`src/rtl/vga_timing_rx.sv`:
```
// VGA timing receiver: samples hsync/vsync/rgb on pixel ticks, locks onto the
// sync timing, recovers the pixel coordinates and counts timing errors.
module vga_timing_rx #(
  parameter int unsigned H_DISPLAY    = 640,
  parameter int unsigned H_SYNC_START = 656,
  parameter int unsigned H_TOTAL      = 800,
  parameter int unsigned V_DISPLAY    = 480,
  parameter int unsigned V_SYNC_START = 490,
  parameter int unsigned V_TOTAL      = 525,
  parameter int unsigned SYNC_POL     = 1,
  parameter int unsigned LOCK_LINES   = 4
) (
  input  logic        clk_i,
  input  logic        rst_ni,
  input  logic        p_tick_i,
  input  logic        hsync_i,
  input  logic        vsync_i,
  input  logic [11:0] rgb_i,
  output logic [9:0]  x_o,
  output logic [9:0]  y_o,
  output logic        video_on_o,
  output logic [11:0] pix_rgb_o,
  output logic        frame_start_o,
  output logic        locked_o,
  output logic [7:0]  err_count_o
);

  localparam int unsigned CntW = $clog2(LOCK_LINES + 1);

  localparam logic              Pol        = (SYNC_POL != 0);
  localparam logic [9:0]        HSyncStart = 10'(H_SYNC_START);
  localparam logic [9:0]        HLast      = 10'(H_TOTAL - 1);
  localparam logic [9:0]        HDisp      = 10'(H_DISPLAY);
  localparam logic [9:0]        VSyncStart = 10'(V_SYNC_START);
  localparam logic [9:0]        VLast      = 10'(V_TOTAL - 1);
  localparam logic [9:0]        VDisp      = 10'(V_DISPLAY);
  localparam logic [10:0]       WdLast     = 11'(2 * H_TOTAL - 1);
  localparam logic [CntW-1:0]   GoodLast   = CntW'(LOCK_LINES - 1);

  typedef enum logic [1:0] {StSearch, StSyncH, StSyncV, StLocked} state_e;

  state_e          state_q, state_d;
  logic [9:0]      x_q, x_d, y_q, y_d;
  logic [9:0]      x_pred, y_pred;
  logic            hs_q, vs_q;
  logic            hs_act, vs_act, hs_edge, vs_edge;
  logic            x_wrap, h_match, v_match, timeout, err_inc;
  logic [CntW-1:0] good_q, good_d;
  logic [10:0]     wd_q, wd_d;
  logic [7:0]      err_q, err_d;
  logic            video_on_q, video_on_d;
  logic [11:0]     pix_q, pix_d;
  logic            fs_q, fs_d;

  // Edge detection, coordinate prediction, lock FSM and output next-state.
  always_comb begin
    hs_act  = (hsync_i == Pol);
    vs_act  = (vsync_i == Pol);
    hs_edge = hs_act & ~hs_q;
    vs_edge = vs_act & ~vs_q;

    // Predicted coordinates: what the free-running counters reach this tick.
    x_wrap  = (x_q == HLast);
    x_pred  = x_wrap ? 10'd0 : x_q + 10'd1;
    y_pred  = x_wrap ? ((y_q == VLast) ? 10'd0 : y_q + 10'd1) : y_q;
    h_match = (x_pred == HSyncStart);
    v_match = (y_pred == VSyncStart);
    timeout = !hs_edge && (wd_q == WdLast);

    state_d = state_q;
    x_d     = x_pred;
    y_d     = y_pred;
    good_d  = good_q;
    err_inc = 1'b0;
    wd_d    = (hs_edge || timeout) ? 11'd0 : wd_q + 11'd1;

    if (timeout) begin
      state_d = StSearch;
      good_d  = '0;
      err_inc = (state_q == StLocked);
    end else begin
      unique case (state_q)
        StSearch: begin
          if (hs_edge) begin
            x_d     = HSyncStart;
            good_d  = '0;
            state_d = StSyncH;
          end
        end
        StSyncH: begin
          if (hs_edge) begin
            if (h_match) begin
              good_d = good_q + CntW'(1);
              if (good_q == GoodLast) state_d = StSyncV;
            end else begin
              x_d    = HSyncStart;
              good_d = '0;
            end
          end
        end
        StSyncV: begin
          if (hs_edge && !h_match) begin
            x_d     = HSyncStart;
            good_d  = '0;
            state_d = StSyncH;
          end else if (vs_edge) begin
            y_d     = VSyncStart;
            state_d = StLocked;
          end
        end
        StLocked: begin
          // A simultaneous vsync mismatch is folded into the hsync error.
          if (hs_edge && !h_match) begin
            err_inc = 1'b1;
            x_d     = HSyncStart;
            good_d  = '0;
            state_d = StSyncH;
          end else if (vs_edge && !v_match) begin
            err_inc = 1'b1;
            y_d     = VSyncStart;
            state_d = StSyncV;
          end
        end
        default: state_d = StSearch;
      endcase
    end

    err_d      = (err_inc && (err_q != 8'hff)) ? err_q + 8'd1 : err_q;
    video_on_d = (state_d == StLocked) && (x_d < HDisp) && (y_d < VDisp);
    pix_d      = video_on_d ? rgb_i : 12'h000;
    fs_d       = (state_d == StLocked) && (x_d == 10'd0) && (y_d == 10'd0);
  end

  // State and output registers, advanced only on pixel ticks.
  always_ff @(posedge clk_i or negedge rst_ni) begin
    if (!rst_ni) begin
      state_q    <= StSearch;
      x_q        <= '0;
      y_q        <= '0;
      hs_q       <= 1'b0;
      vs_q       <= 1'b0;
      good_q     <= '0;
      wd_q       <= '0;
      err_q      <= '0;
      video_on_q <= 1'b0;
      pix_q      <= '0;
      fs_q       <= 1'b0;
    end else if (p_tick_i) begin
      state_q    <= state_d;
      x_q        <= x_d;
      y_q        <= y_d;
      hs_q       <= hs_act;
      vs_q       <= vs_act;
      good_q     <= good_d;
      wd_q       <= wd_d;
      err_q      <= err_d;
      video_on_q <= video_on_d;
      pix_q      <= pix_d;
      fs_q       <= fs_d;
    end else begin
      fs_q       <= 1'b0;
    end
  end

  assign x_o           = x_q;
  assign y_o           = y_q;
  assign video_on_o    = video_on_q;
  assign pix_rgb_o     = pix_q;
  assign frame_start_o = fs_q;
  assign locked_o      = (state_q == StLocked);
  assign err_count_o   = err_q;

endmodule

```
`config.mk`:
```
export PLATFORM = sky130hd
export DESIGN_NAME = vga_timing_rx
export DESIGN_NICKNAME = d
export VERILOG_FILES = /design/src/rtl/vga_timing_rx.sv
export SDC_FILE = /design/constraint.sdc
export NUM_CORES = 1
export LEC_CHECK = 0
export ABC_AREA = 1
export ABC_CLOCK_PERIOD_IN_PS = 2700
export BUFFER_PORTS_ARGS = -buffer_cell sky130_fd_sc_hd__buf_2
export CORE_ASPECT_RATIO = 0.75
export CORE_MARGIN = 2
export CORE_UTILIZATION = 30
export DETAILED_ROUTE_END_ITERATION = 10
export PLACE_DENSITY = 0.58
export SYNTH_ARGS = -nofsm -noshare
export SYNTH_HDL_FRONTEND = slang
export SYNTH_SLANG_ARGS = --single-unit
export TNS_END_PERCENT = 1
```
`constraint.sdc`:
```
create_clock -name clk_i -period 2.7 [get_ports clk_i]
set_input_delay 0.54 -clock clk_i [delete_from_list [all_inputs] [get_ports clk_i]]
set_output_delay 0.54 -clock clk_i [all_outputs]
set_load 0.1 [all_outputs]
```
[Word-level counts from Yosys, hierarchy flattened]
Index checks and enable logic that the tools add are counted.
Widths: inputs -> output; s select.
Word-level totals
  memories: 0
  ROM bits: 0
  register bits: 60
  bits in latches: 0
  logic and storage cells: 92
  RAM bits: 0
  output and inout bits: 43
  input bits: 17
Operators by class
  $mul: 0
  eq/ne operators: 14
  shifts and indexed selects: 0
  div/mod/pow operators: 0
  bitwise operators: 4
  reductions and logical operators: 18
  mux-type cells: 38
  add/subtract/negate cells: 5
  $lt $le $gt $ge: 2
Operators by type and width (number)
  $mux 10: 13
  $eq 10x10->1 const B: 3
  $pmux 10 s3: 1
  $add 10x1->10 const B: 2
  $logic_not 10->1: 2
  $pmux 10 s2: 1
  $mux 2: 9
  $mux 3: 5
  $mux 12: 1
  $add 11x1->11 const B: 1
  $eq 11x11->1 const B: 1
  $mux 11: 1
  $eq 10x9->1 const B: 1
  $lt 10x10->1 const B: 1
  $lt 10x9->1 const B: 1
  $pmux 3 s3: 1
  $add 8x1->8 const B: 1
  $logic_and 1x1->1: 8
  $ne 8x8->1 const B: 1
  $pmux 2 s4: 1
  $eq 2x2->1 const B: 3
  $ne 3x3->1 const B: 2
  $mux 1: 5
  $reduce_and 4->1: 1
  11 further kinds: 15

[Depth between registers and ports, before layout]
  depth in word-level cells: 14
  gate-level depth with buffers: 20
  mapped depth without buffers: 19

[Least setup slack after synthesis]
No wires, ideal clock.
  path type: register to register
  start point: reg x_q[0] (netlist: x_o[0])
  end point: reg err_q[7] (netlist: err_count_o[7])
  library setup time: 126 ps
  required time: 2574 ps
  data arrival time: 2973 ps
  buffers on the path: 1
  clock period less this slack: 3099 ps
  slack: -399 ps
  stages on the path, launching flop included: 14
  cell sequence: dfrtp_1 > ha_1 > nand4_1 > nor2_4 > buf_6 > nor2_1 > a21oi_2 > nand3_1 > nor2_1 > nand2_1 > nand2_1 > nand3_1 > nand2_1 > mux2_2
On the way
  cells in the longest elaborated chain, start to end: 11
  elaborated cells on any way between the ends: 16
  classes of those cells: add/sub: 1; eq/ne: 3; mux: 6; reduce/logical: 6
RTL lines
  from (decl): RTL line 43  | logic [9:0] x_q, x_d, y_q, y_d;
  from (signal assigned): RTL line 138  | x_q <= '0;
  from (signal assigned): RTL line 150  | x_q <= x_d;
  parallel branches: the longest is 6 deep, another holds $add 10x1->10
  $mux 1 *: RTL line 113  | if (hs_edge && !h_match) begin
  $mux 1 *: RTL line 82  | unique case (state_q)
  $mux 1 *: RTL line 77  | if (timeout) begin
  $logic_and 1x1->1 *: RTL line 128  | err_d = (err_inc && (err_q != 8'hff)) ? err_q + 8'd1 : err_q;
  $reduce_and 2->1 (no line) *
  to (signal assigned): RTL line 156  | err_q <= err_d;
  to (decl): RTL line 50  | logic [7:0] err_q, err_d;
Mark *: on every way between the ends.
A chain may end at the register's enable or synchronous reset.

[Worst setup path in the final report]
  start point: reg x_q[1] (netlist: x_o[1])
  end point: reg err_q[1] (netlist: err_count_o[1])
Same word-level chain as after synthesis.

==> out/qor.csv <==
metric,value,unit
outcome,finished clean,
finClkSkew,6.09,ps
synthCells,527,
grt-ovfl-total,0,
gp_congestion,0.904,
leakage,2.43,nW
crit_slowest_cell,dfrtp_4,
path_class,reg2reg,
crit_start,x_o[1]$_DFFE_PN0P_,
syn_area,0.00379,mm^2
final_cells,768,
final_cell_area,0.00472,mm^2
async_flop_share,1.00,
setup_tns,0,ps
start_util,0.308,
fmax,0.393,GHz
synth_top_cell_area_share,0.397,
drc,0,
dp.cells,751,
final_core_util,0.383,
die_x,134,um
synth-seq-cells,60,
power.total,3.58,mW
h-tree-depth,3,
max_cap_viol_count,0,
row_count,35,
num_vias,3589,
cts_buffer_depth,2,
ys.flop_type,dfrtp_1,
wl_per_cell,12.9,um
grt_first_pass_wirelength,16.7,mm
hold_path_class,in2async,
dpl_cell_area,0.00432,mm^2
cp_num_buf_inv,1,
setup_violations,0,
die_y,101,um
ys_types,39,
cts_tree,done,
synth_fp_nets,551,
hold_viol,0,
ys_seq_area_frac,0.397,
reg2reg_depth,13,
ioPinCount,60,
syn_avg_cell_area,7.18,um^2
drt_iter0_markers,242,
critPathLaunchType,flop,
nNetsFinal,621,
slew_headroom,0.669,
grt_max_degree,42,
critPathArrivalTime,2760,ps
setup_ws,154,ps
cts_root_buf,clkbuf_16,
rrSetupSlack,150,ps
clk_latency,330,ps
grtUsageTotal,0.154,
p_per_area,759,mW/mm^2
wl,9.89,mm
numCtsBuffers,9,
antenna_found_initial,0,
crit_chain,ha_4 -> nand4_1 -> nor2_4 -> buf_4 -> nor2_2 -> a21oi_2 -> nand3_1 -> nor2_1 -> nand2_1 -> nand2_1 -> nand3_1 -> nand2_2 -> mux2_2,
synth_edf_count,0,
yosys.area.top_type,dfrtp_1,
drive_above_1_share,0.229,
path_delay_family,simple AND/OR/NAND/NOR gates,
holdBufCountCts,0,
dp_hpwl,7.43,mm
cts_sinks,60,
dieArea,0.0135,mm^2
cp.required,2910,ps
dp_slack,-44.1,ps
fillers,1285,
fin_hold_ws,176,ps
firstDrtPassIters,5,
critPathMaxFanout,5,
yosysWarnings,0,
cpPeakStageDelay,440,ps
end_kind,flop,
min_period,2550,ps
cts.clk_slew.worst_paths,50,ps
ant_nets,0,
fin_crit_sh,0.943,
worst_pin_slew,496,ps
coreArea,0.0123,mm^2
r2r_start,x_o[1]$_DFFE_PN0P_,
crit_cells,13,
n_antenna_cell,0,
max-vdd-ir-drop,0.000338,V
synth.area.top_cells,"dfrtp_1 40%, nand2_1 17%, inv_1 5.9%",
viasPerCell,4.67,
grt_pass1_vias,3377,
report.final.slew_viol_count,0,
port_buffers,59,
syn_to_final_growth,24.6,%
==> power by group <==
group / switching [mW] / leakage [nW] / total, mW / internal [mW]
Clock: 0.397 / 0.160 / 1.26 / 0.860
Combinational: 0.928 / 1.48 / 1.20 / 0.268
Sequential: 0.126 / 0.787 / 1.13 / 1.01
==> cell families after synthesis <==
kind of cell | after synthesis | synth area share
buffers and inverters | 73 | 0.0810
adders and majority gates | 7 | 0.0231
AOI/OAI and AO/OA | 55 | 0.0856
muxes | 2 | 0.00595
DFF | 60 | 0.397
and+or+nand+nor | 320 | 0.385
xor gates and xnor gates | 10 | 0.0231
==> cell usage in the layout (no fill, tap or decap), types with 2 or more instances in the layout <==
cell type | synthesis | final
nand4_1 | 9 | 9
clkbuf_16 | 0 | 9
clkbuf_8 | 0 | 2
nor2_4 | 1 | 3
dfrtp_4 | 0 | 2
ha_1 | 7 | 6
nor2_2 | 6 | 8
a21oi_2 | 2 | 4
xor2_1 | 6 | 6
clkbuf_1 | 6 | 2
nand2_2 | 2 | 2
dfrtp_1 | 60 | 49
nor2_1 | 59 | 55
nand3_2 | 12 | 13
mux2_2 | 2 | 2
buf_2 | 1 | 59
o21ai_0 | 33 | 33
xnor2_1 | 4 | 4
o22ai_1 | 2 | 2
dfrtp_2 | 0 | 9
bufinv_16 | 0 | 2
nand3_1 | 40 | 39
buf_4 | 0 | 10
nand2_4 | 4 | 6
inv_1 | 60 | 60
o211ai_1 | 4 | 4
nor3_1 | 11 | 11
a21oi_1 | 7 | 5
nand2_1 | 172 | 170
==> cell type report <==
type	instances	area [um^2]	share of cell area
Inverter	62	233	0.0493
Sequential cell	60	1520	0.322
Multi-Input combinational cell	394	2040	0.432
Clock buffer	13	260	0.0552
Clock inverter	3	68.8	0.0146
Tap cell	166	208	0.0440
Timing Repair Buffer	70	390	0.0827
==> path summary, 6_finish.rpt <==
| path | to |
|---|---|
| max in group asynchronous | hs_q$_DFFE_PN0P_ |
| worst max-delay path | err_count_o[1]$_DFFE_PN0P_ |
| worst max register to register | err_count_o[1]$_DFFE_PN0P_ |
| worst min-delay path | y_o[6]$_DFFE_PN0P_ |
| min in group clk_i | pix_rgb_o[11]$_DFFE_PN0P_ |
| worst min register to register | pix_rgb_o[5]$_DFFE_PN0P_ |
==> Yosys cell counts, types with 2 or more instances <==
master	n
ha_1	7
a21oi_1	7
buf_6	2
nand2_4	4
clkbuf_1	6
o211ai_1	4
dfrtp_1	60
nor2_2	6
xor2_1	6
nand2_2	2
nand2_1	172
inv_1	60
mux2_2	2
nand4_1	9
a21oi_2	2
nor3_1	11
nand3_2	12
o21ai_0	33
nand3_1	40
o22ai_1	2
nor2_1	59
xnor2_1	4
==> layer usage <==
| metal | track usage | up-vias | part of all wire |
|---|---|---|---|
| met5 | 0 | - | 0 |
| met4 | 0.0376 | 0 | 0.0071 |
| met3 | 0.0390 | 8 | 0.052 |
| met2 | 0.230 | 88 | 0.43 |
| met1 | 0.223 | 1668 | 0.51 |
| li1 | - | 1825 | - |
==> repair_timing <==
item                                    in CTS  in global routing
setup buffers                                0                  1
pin swaps                                    0                  2
cloned                                       0                  0
endpoints found under the setup margin       2                 24
resized for setup                            1                 14
==> state kept, by name, indices dropped and copies added (netlist names) <==
signal,flops
frame_start_o,1
video_on_o,1
pix_rgb_o,12
vs_q,1
state_q,2
hs_q,1
good_q,3
y_o,10
wd_q,11
x_o,10
err_count_o,8
Power figures use the tool's default switching activity.
